$ cat src/rtl/ring_pkg.sv
// ring_pkg
// Shared definitions for the ring counter and the blocks that consume its
// one-hot phase bus.
//   RING_N      : phase count of the ring counter
//   mon_state_t : lock state machine encoding of ring_phase_monitor
//   rot1()      : one-place rotation of a RING_N-bit vector
package ring_pkg;

    localparam int RING_N = 4;

    typedef enum logic [1:0] {
        SEARCH = 2'd0,
        LOCKED = 2'd1,
        ERROR  = 2'd2
    } mon_state_t;

    // dir=0 moves the set bit towards the MSB (idx+1), dir=1 towards the LSB.
    function automatic logic [RING_N-1:0] rot1(input logic [RING_N-1:0] vec,
                                               input logic              dir);
        if (dir) begin
            return {vec[0], vec[RING_N-1:1]};
        end
        return {vec[RING_N-2:0], vec[RING_N-1]};
    endfunction

endpackage

$ cat src/rtl/ring_phase_monitor_if.sv
// ring_phase_monitor_if
// Bundles the phase bus from the ring counter, the error clear and the
// monitor status outputs.
//   master : drives ring_in/clr_err, observes status (producer/diagnostics side)
//   slave  : the monitor itself
interface ring_phase_monitor_if #(
    parameter int N     = ring_pkg::RING_N,
    parameter int IDX_W = $clog2(N),
    parameter int REV_W = 8,
    parameter int ERR_W = 4
);
    logic [N-1:0]     ring_in;
    logic             clr_err;
    logic [IDX_W-1:0] phase_idx;
    logic             phase_valid;
    logic             locked;
    logic             rev_pulse;
    logic [REV_W-1:0] rev_cnt;
    logic             err_pulse;
    logic             err_sticky;
    logic [ERR_W-1:0] err_cnt;

    modport master (
        output ring_in, clr_err,
        input  phase_idx, phase_valid, locked, rev_pulse, rev_cnt,
               err_pulse, err_sticky, err_cnt
    );

    modport slave (
        input  ring_in, clr_err,
        output phase_idx, phase_valid, locked, rev_pulse, rev_cnt,
               err_pulse, err_sticky, err_cnt
    );
endinterface

$ cat src/rtl/ring_phase_monitor_onehot_enc.sv
// onehot_enc
// Combinational one-hot to binary encoder.
//   vec   : N-bit input vector
//   idx   : position of the set bit (meaningful only when valid=1)
//   valid : vec has exactly one bit set
module onehot_enc #(
    parameter int N     = 4,
    parameter int IDX_W = $clog2(N)
) (
    input  logic [N-1:0]     vec,
    output logic [IDX_W-1:0] idx,
    output logic             valid
);
    always_comb begin
        idx = '0;
        for (int i = 0; i < N; i++) begin
            if (vec[i]) begin
                idx = i[IDX_W-1:0];
            end
        end
        valid = $onehot(vec);
    end
endmodule

$ cat src/rtl/ring_phase_monitor.sv
// ring_phase_monitor
// Checks the one-hot phase bus of a ring counter: encodes the phase, verifies
// every transition is a single-step rotation, runs a SEARCH/LOCKED/ERROR lock
// machine, counts revolutions and records sequence errors.
//   clk  : system clock, rising edge
//   rstn : asynchronous active-low reset
//   bus  : ring_in/clr_err in; phase_idx, phase_valid, locked, rev_pulse,
//          rev_cnt, err_pulse, err_sticky, err_cnt out (all registered)
//
// state  | meaning
// SEARCH | counting consecutive legal steps towards lock
// LOCKED | sequence trusted; illegal step flags an error, wraps count revs
// ERROR  | one-cycle lock loss after an error; input evaluated as in SEARCH
module ring_phase_monitor
    import ring_pkg::*;
#(
    parameter int N          = RING_N,
    parameter int IDX_W      = $clog2(N),
    parameter int DIR        = 0,
    parameter int ALLOW_HOLD = 0,
    parameter int LOCK_CNT   = 4,
    parameter int REV_W      = 8,
    parameter int ERR_W      = 4
) (
    input logic                clk,
    input logic                rstn,
    ring_phase_monitor_if.slave bus
);
    localparam int CNT_W = $clog2(LOCK_CNT + 1);
    localparam logic [CNT_W-1:0] LOCK_LAST = CNT_W'(LOCK_CNT - 1);

    logic [N-1:0]     prev_q;
    logic             have_prev;
    logic [CNT_W-1:0] step_cnt, step_d;
    mon_state_t       state, state_d;

    logic [IDX_W-1:0] phase_idx_q;
    logic             phase_valid_q;
    logic             locked_q;
    logic             rev_pulse_q;
    logic [REV_W-1:0] rev_cnt_q;
    logic             err_pulse_q;
    logic             err_sticky_q;
    logic [ERR_W-1:0] err_cnt_q;

    logic [IDX_W-1:0] in_idx;
    logic             in_valid;
    logic [N-1:0]     rot_prev;
    logic             is_step, is_hold, legal, illegal, progress, wrap;
    logic             err_evt, rev_evt;

    onehot_enc #(.N(N), .IDX_W(IDX_W)) u_enc (
        .vec   (bus.ring_in),
        .idx   (in_idx),
        .valid (in_valid)
    );

    generate
        if (N == RING_N) begin : g_pkg_rot
            assign rot_prev = rot1(prev_q, DIR != 0);
        end else if (DIR == 0) begin : g_rot_up
            assign rot_prev = {prev_q[N-2:0], prev_q[N-1]};
        end else begin : g_rot_dn
            assign rot_prev = {prev_q[0], prev_q[N-1:1]};
        end
    endgenerate

    // A rotation of a one-hot prev_q is itself one-hot, so matching it
    // already implies ring_in is one-hot; the explicit terms keep 0000 safe.
    assign is_step  = in_valid && $onehot(prev_q) && (bus.ring_in == rot_prev);
    assign is_hold  = in_valid && (bus.ring_in == prev_q);
    assign legal    = is_step || ((ALLOW_HOLD != 0) && is_hold);
    assign illegal  = have_prev && !legal;
    assign progress = have_prev && is_step;
    assign wrap     = (DIR == 0) ? bus.ring_in[0] : bus.ring_in[N-1];

    always_comb begin
        state_d = state;
        step_d  = step_cnt;
        err_evt = 1'b0;
        rev_evt = 1'b0;
        if (have_prev) begin
            case (state)
                LOCKED: begin
                    if (illegal) begin
                        state_d = ERROR;
                        step_d  = '0;
                        err_evt = 1'b1;
                    end else if (progress && wrap) begin
                        rev_evt = 1'b1;
                    end
                end
                default: begin
                    state_d = SEARCH;
                    if (progress) begin
                        if (step_cnt == LOCK_LAST) begin
                            state_d = LOCKED;
                            step_d  = '0;
                        end else begin
                            step_d = step_cnt + CNT_W'(1);
                        end
                    end else if (illegal) begin
                        step_d = '0;
                    end
                end
            endcase
        end
    end

    always_ff @(posedge clk or negedge rstn) begin
        if (!rstn) begin
            prev_q        <= '0;
            have_prev     <= 1'b0;
            step_cnt      <= '0;
            state         <= SEARCH;
            phase_idx_q   <= '0;
            phase_valid_q <= 1'b0;
            locked_q      <= 1'b0;
            rev_pulse_q   <= 1'b0;
            rev_cnt_q     <= '0;
            err_pulse_q   <= 1'b0;
            err_sticky_q  <= 1'b0;
            err_cnt_q     <= '0;
        end else begin
            prev_q        <= bus.ring_in;
            have_prev     <= 1'b1;
            step_cnt      <= step_d;
            state         <= state_d;
            locked_q      <= (state_d == LOCKED);
            phase_valid_q <= in_valid;
            if (in_valid) begin
                phase_idx_q <= in_idx;
            end
            rev_pulse_q <= rev_evt;
            if (rev_evt) begin
                rev_cnt_q <= rev_cnt_q + REV_W'(1);
            end
            err_pulse_q <= err_evt;
            // An error on the clearing edge still gets recorded as the first one.
            if (err_evt) begin
                err_sticky_q <= 1'b1;
                if (bus.clr_err) begin
                    err_cnt_q <= ERR_W'(1);
                end else if (!(&err_cnt_q)) begin
                    err_cnt_q <= err_cnt_q + ERR_W'(1);
                end
            end else if (bus.clr_err) begin
                err_sticky_q <= 1'b0;
                err_cnt_q    <= '0;
            end
        end
    end

    assign bus.phase_idx   = phase_idx_q;
    assign bus.phase_valid = phase_valid_q;
    assign bus.locked      = locked_q;
    assign bus.rev_pulse   = rev_pulse_q;
    assign bus.rev_cnt     = rev_cnt_q;
    assign bus.err_pulse   = err_pulse_q;
    assign bus.err_sticky  = err_sticky_q;
    assign bus.err_cnt     = err_cnt_q;
endmodule

$ cat src/flat_wrapper.sv
// flat-port wrapper written by rule: the top's interface ports become plain ports
module ring_phase_monitor_flat import ring_pkg::*;
#(
    parameter int N          = RING_N,
    parameter int IDX_W      = $clog2(N),
    parameter int DIR        = 0,
    parameter int ALLOW_HOLD = 0,
    parameter int LOCK_CNT   = 4,
    parameter int REV_W      = 8,
    parameter int ERR_W      = 4
)
  (clk, rstn, bus_ring_in, bus_clr_err, bus_phase_idx, bus_phase_valid, bus_locked, bus_rev_pulse, bus_rev_cnt, bus_err_pulse, bus_err_sticky, bus_err_cnt);
  ring_phase_monitor_if #(.N(N), .IDX_W(IDX_W), .REV_W(REV_W), .ERR_W(ERR_W)) bus_i ();
  input logic clk;
  input logic rstn;
  input wire logic [$bits(bus_i.ring_in)-1:0] bus_ring_in;
  input wire logic [$bits(bus_i.clr_err)-1:0] bus_clr_err;
  output wire logic [$bits(bus_i.phase_idx)-1:0] bus_phase_idx;
  output wire logic [$bits(bus_i.phase_valid)-1:0] bus_phase_valid;
  output wire logic [$bits(bus_i.locked)-1:0] bus_locked;
  output wire logic [$bits(bus_i.rev_pulse)-1:0] bus_rev_pulse;
  output wire logic [$bits(bus_i.rev_cnt)-1:0] bus_rev_cnt;
  output wire logic [$bits(bus_i.err_pulse)-1:0] bus_err_pulse;
  output wire logic [$bits(bus_i.err_sticky)-1:0] bus_err_sticky;
  output wire logic [$bits(bus_i.err_cnt)-1:0] bus_err_cnt;
  assign bus_i.ring_in = bus_ring_in;
  assign bus_i.clr_err = bus_clr_err;
  assign bus_phase_idx = bus_i.phase_idx;
  assign bus_phase_valid = bus_i.phase_valid;
  assign bus_locked = bus_i.locked;
  assign bus_rev_pulse = bus_i.rev_pulse;
  assign bus_rev_cnt = bus_i.rev_cnt;
  assign bus_err_pulse = bus_i.err_pulse;
  assign bus_err_sticky = bus_i.err_sticky;
  assign bus_err_cnt = bus_i.err_cnt;
  ring_phase_monitor #(.N(N), .IDX_W(IDX_W), .DIR(DIR), .ALLOW_HOLD(ALLOW_HOLD), .LOCK_CNT(LOCK_CNT), .REV_W(REV_W), .ERR_W(ERR_W)) u_core (.clk(clk), .rstn(rstn), .bus(bus_i));
endmodule
$ cat config.mk
export PLATFORM = sky130hd
export DESIGN_NAME = ring_phase_monitor_flat
export DESIGN_NICKNAME = d
export VERILOG_FILES = /design/src/rtl/ring_pkg.sv /design/src/rtl/ring_phase_monitor_if.sv /design/src/rtl/ring_phase_monitor_onehot_enc.sv /design/src/rtl/ring_phase_monitor.sv /design/src/flat_wrapper.sv
export SDC_FILE = /design/constraint.sdc
export NUM_CORES = 1
export LEC_CHECK = 0
export CORE_UTILIZATION = 29
export CTS_CLUSTER_SIZE = 28
export DETAILED_ROUTE_END_ITERATION = 12
export SYNTH_ARGS = -nofsm -noshare
export SYNTH_HDL_FRONTEND = slang
export SYNTH_SLANG_ARGS = --single-unit
$ cat constraint.sdc
create_clock -name clk -period 7.1 [get_ports clk]
set_input_delay 1.065 -clock clk [delete_from_list [all_inputs] [get_ports clk]]
set_output_delay 1.065 -clock clk [all_outputs]
set_load 0.03 [all_outputs]
==> run summary <==
Status - completed
Fraction of the yosys area taken by sequential cells - 0.5133
Worst reg2reg setup slack - 4.15 ns
Final setup fails - 0
Clk_lat worst skew - 0.28 ns
Die H - 71.83 um
Die area - 5159 um2
Total leakage power - 0.8436 nW
Worst hold path cell count - 1
Largest net degree at the start of global routing - 30
CTS tree - built
DP HPWL - 1996 um
Setup Buffers After CTS - 0
Sequential share of power - 0.471
GPL Wtd Cong - 0.8573
Reg-to-Reg End - u_core.bus.rev_cnt[1]
Worst min-delay path class - flip-flop to flip-flop
Vias in the first global route - 1074
Most used flip-flop cell after synthesis - dfrtp_1
Synth unique cells - 38
Setup skew after layout - 0.002614 ns
Routed wire length per instance - 12.36 um
Crit end category - flip-flop
Critical path type - input port to flip-flop
Layout net count - 177
Max-cap violations - 0
Register bit total from synthesis - 29
WL final - 2658 um
Startpoint Class - input port
Hold Startpoint - u_core.bus.rev_cnt[7]
Antenna diodes - 0
Area Growth Syn to Fin - 29.56%
Internal power - 284.7 uW
Clock root cell - clkbuf_8
Synth warnings - 0
Drt initial violations - 39
Worst vdd ir - 83.70 uV
Layout cells sized above 1 - 0.1056
Synth area leader - dfrtp_1
Post-DRT Antenna Nets - 0
Count of flip-flops with a built-in enable after synthesis - 0
Clk pwr share - 0.382
Net Count, Synth - 146
P per Cell Area - 207.9 nW/um2
Initial DRT Pass Iterations - 4
Number of buffers created by CTS - 5
Mapped Area - 1414 um2
Post-route worst setup slack - 2.867 ns
Worst Path Arrival - 4.39 ns
Row count - 25
Critical path required time - 7.26 ns
Post-cts sizing count - 0
Syn avg cell area - 10.96 um2
Place WS - 2.559 ns
Largest fanout on the critical path - 7
Hold endpoint - u_core.bus.rev_cnt[7]
Reg2Reg Launch Point - u_core.prev_q[2]
Port Buffer Count - 25
Period utilization - 0.5962
Post-Syn Instances - 129
Initial antenna violation count - 0
Dominant cell by count in the synthesized netlist - dfrtp_1
I/O Pins - 26
Post-synthesis async set-or-reset flop share - 1.000
R2R depth - 7
Max Root-Sink Buffers - 2
Sw Share - 0.2524
Unrepaired setup endpoints after global routing - false
H-tree Lvls - 2
Combinational share of power - 0.147
F_max - 236.3 MHz
Switching power - 96.14 uW
Setup TNS - 0 ns
Drc violations - 0
Final hold vios - 0
First-pass GRT wire length - 4705 um
Initial Util - 0.3013
Chip width - 71.83 um
Yosys top cell area share - 0.5133
Gr usage total - 0.1184
CTS Sinks - 29
Clock slew at reported path FFs - 0.06 ns
Max-slew violation count - 0
Vias per cell - 4.940
Hold_buf cts - 0
Synth top area cells - dfrtp_1 51%, ha_1 7.1%, xor2_1 6.8%, fa_1 2.8%, o21ai_0 2.8%
Core area - 4692 um2
Post-route minimum period - 4.233 ns
Commonest cells in the netlist - 29 x dfrtp_1, 11 x xor2_1, 10 x nand2_1
DR vias - 1062
Gr ovfl total - 0
per-stage QoR:
step           hold slack (ns)  std cells  cell area (um2)  utilization  total power [mW]
2_1_floorplan           0.4651        129             1414            -            0.2132
3_3_place_gp            0.4584        207             1730       0.3688            0.2371
3_5_place_dp            0.4659        207             1730       0.3688            0.2391
4_1_cts                 0.4763        215             1832       0.3904            0.3870
5_1_grt                 0.4871        215             1832       0.3904            0.4030
6_report                0.4730        215             1832       0.3904            0.3809
critical path, stage by stage:
cell,delay (ns)
clkdlybuf4s50_1,0.52
ha_1,0.36
fa_1,0.37
ha_1,0.27
or3b_1,0.48
or4_4,0.59
or2_4,0.28
nor2_4,0.13
mux2_1,0.32
power groups by stage:
stage	clock [mW]	sequential [mW]	combinational, mW
2_1_floorplan	0	0.193	0.0203
3_3_place_gp	0	0.182	0.0551
3_5_place_dp	0	0.182	0.0566
4_1_cts	0.151	0.179	0.0568
5_1_grt	0.161	0.181	0.0616
6_report	0.145	0.179	0.0560
layout by cell type (no fill, tap or decap), types with 2 or more instances in the layout:
cell type and instances:
nand3_1 3, o21ai_0 8, nor2_1 8, nand2_1 10, nor3_1 3, nor4_1 2
and3_1 2, clkbuf_8 7, ha_1 8, inv_1 6, xor2_1 11, fa_1 2
a31oi_1 5, a21oi_1 5, nor2b_1 2, nand2b_1 3, clkdlybuf4s50_1 25, dfrtp_1 29
cell families (layout without fill, tap and decap cells):
| family | count (synthesis) | count (layout) | synth area share |
|---|---|---|---|
| and+or+nand+nor | 44 | 44 | 0.1814 |
| AOI/OAI and AO/OA | 23 | 23 | 0.09558 |
| buffers and inverters | 9 | 41 | 0.02477 |
| muxes | 2 | 2 | 0.01504 |
| DFF | 29 | 29 | 0.5133 |
| other | 1 | 1 | 0.002652 |
| xor gates and xnor gates | 11 | 11 | 0.06814 |
| adders and majority gates | 10 | 10 | 0.09912 |
how the worst max path moves through the flow:
stage                     depth (start not counted)                    end           start  slack [ns]
after floorplan                                   9  u_core.bus.rev_cnt[1]  bus_ring_in[0]        3.27
final                                             9  u_core.bus.rev_cnt[1]  bus_ring_in[0]        2.87
after CTS                                         9  u_core.bus.rev_cnt[1]  bus_ring_in[0]        2.86
after global routing                              9  u_core.bus.rev_cnt[1]  bus_ring_in[0]        2.75
after global placement                            9  u_core.bus.rev_cnt[1]  bus_ring_in[0]        2.63
after detailed placement                          9  u_core.bus.rev_cnt[1]  bus_ring_in[0]        2.56
flip-flops by register name, indices dropped and copies added, names as in the netlist:
signal / count
u_core.state: 2
u_core.bus.locked: 1
u_core.have_prev: 1
u_core.bus.phase_idx: 2
u_core.bus.rev_pulse: 1
u_core.step_cnt: 3
u_core.prev_q: 4
u_core.bus.err_pulse: 1
u_core.bus.phase_valid: 1
u_core.bus.err_cnt: 4
u_core.bus.err_sticky: 1
u_core.bus.rev_cnt: 8
area by class of cell:
class,count,area (um2)
Tap cell,54,67.56
Clock inverter,1,5.005
Sequential cell,29,725.7
Inverter,7,26.28
Timing Repair Buffer,26,257.7
Clock buffer,7,96.34
Multi-Input combinational cell,91,653.1
Fill cell,464,2860
routing by layer:
metal / vias to the layer above / part of all wire / track usage
met5: - / 0 / 0
met4: 0 / 0.010 / 0.04357
met3: 5 / 0.058 / 0.05204
met2: 31 / 0.50 / 0.1908
met1: 516 / 0.44 / 0.1399
li1: 510 / - / -
No activity file was read; power rests on OpenSTA's default activity.
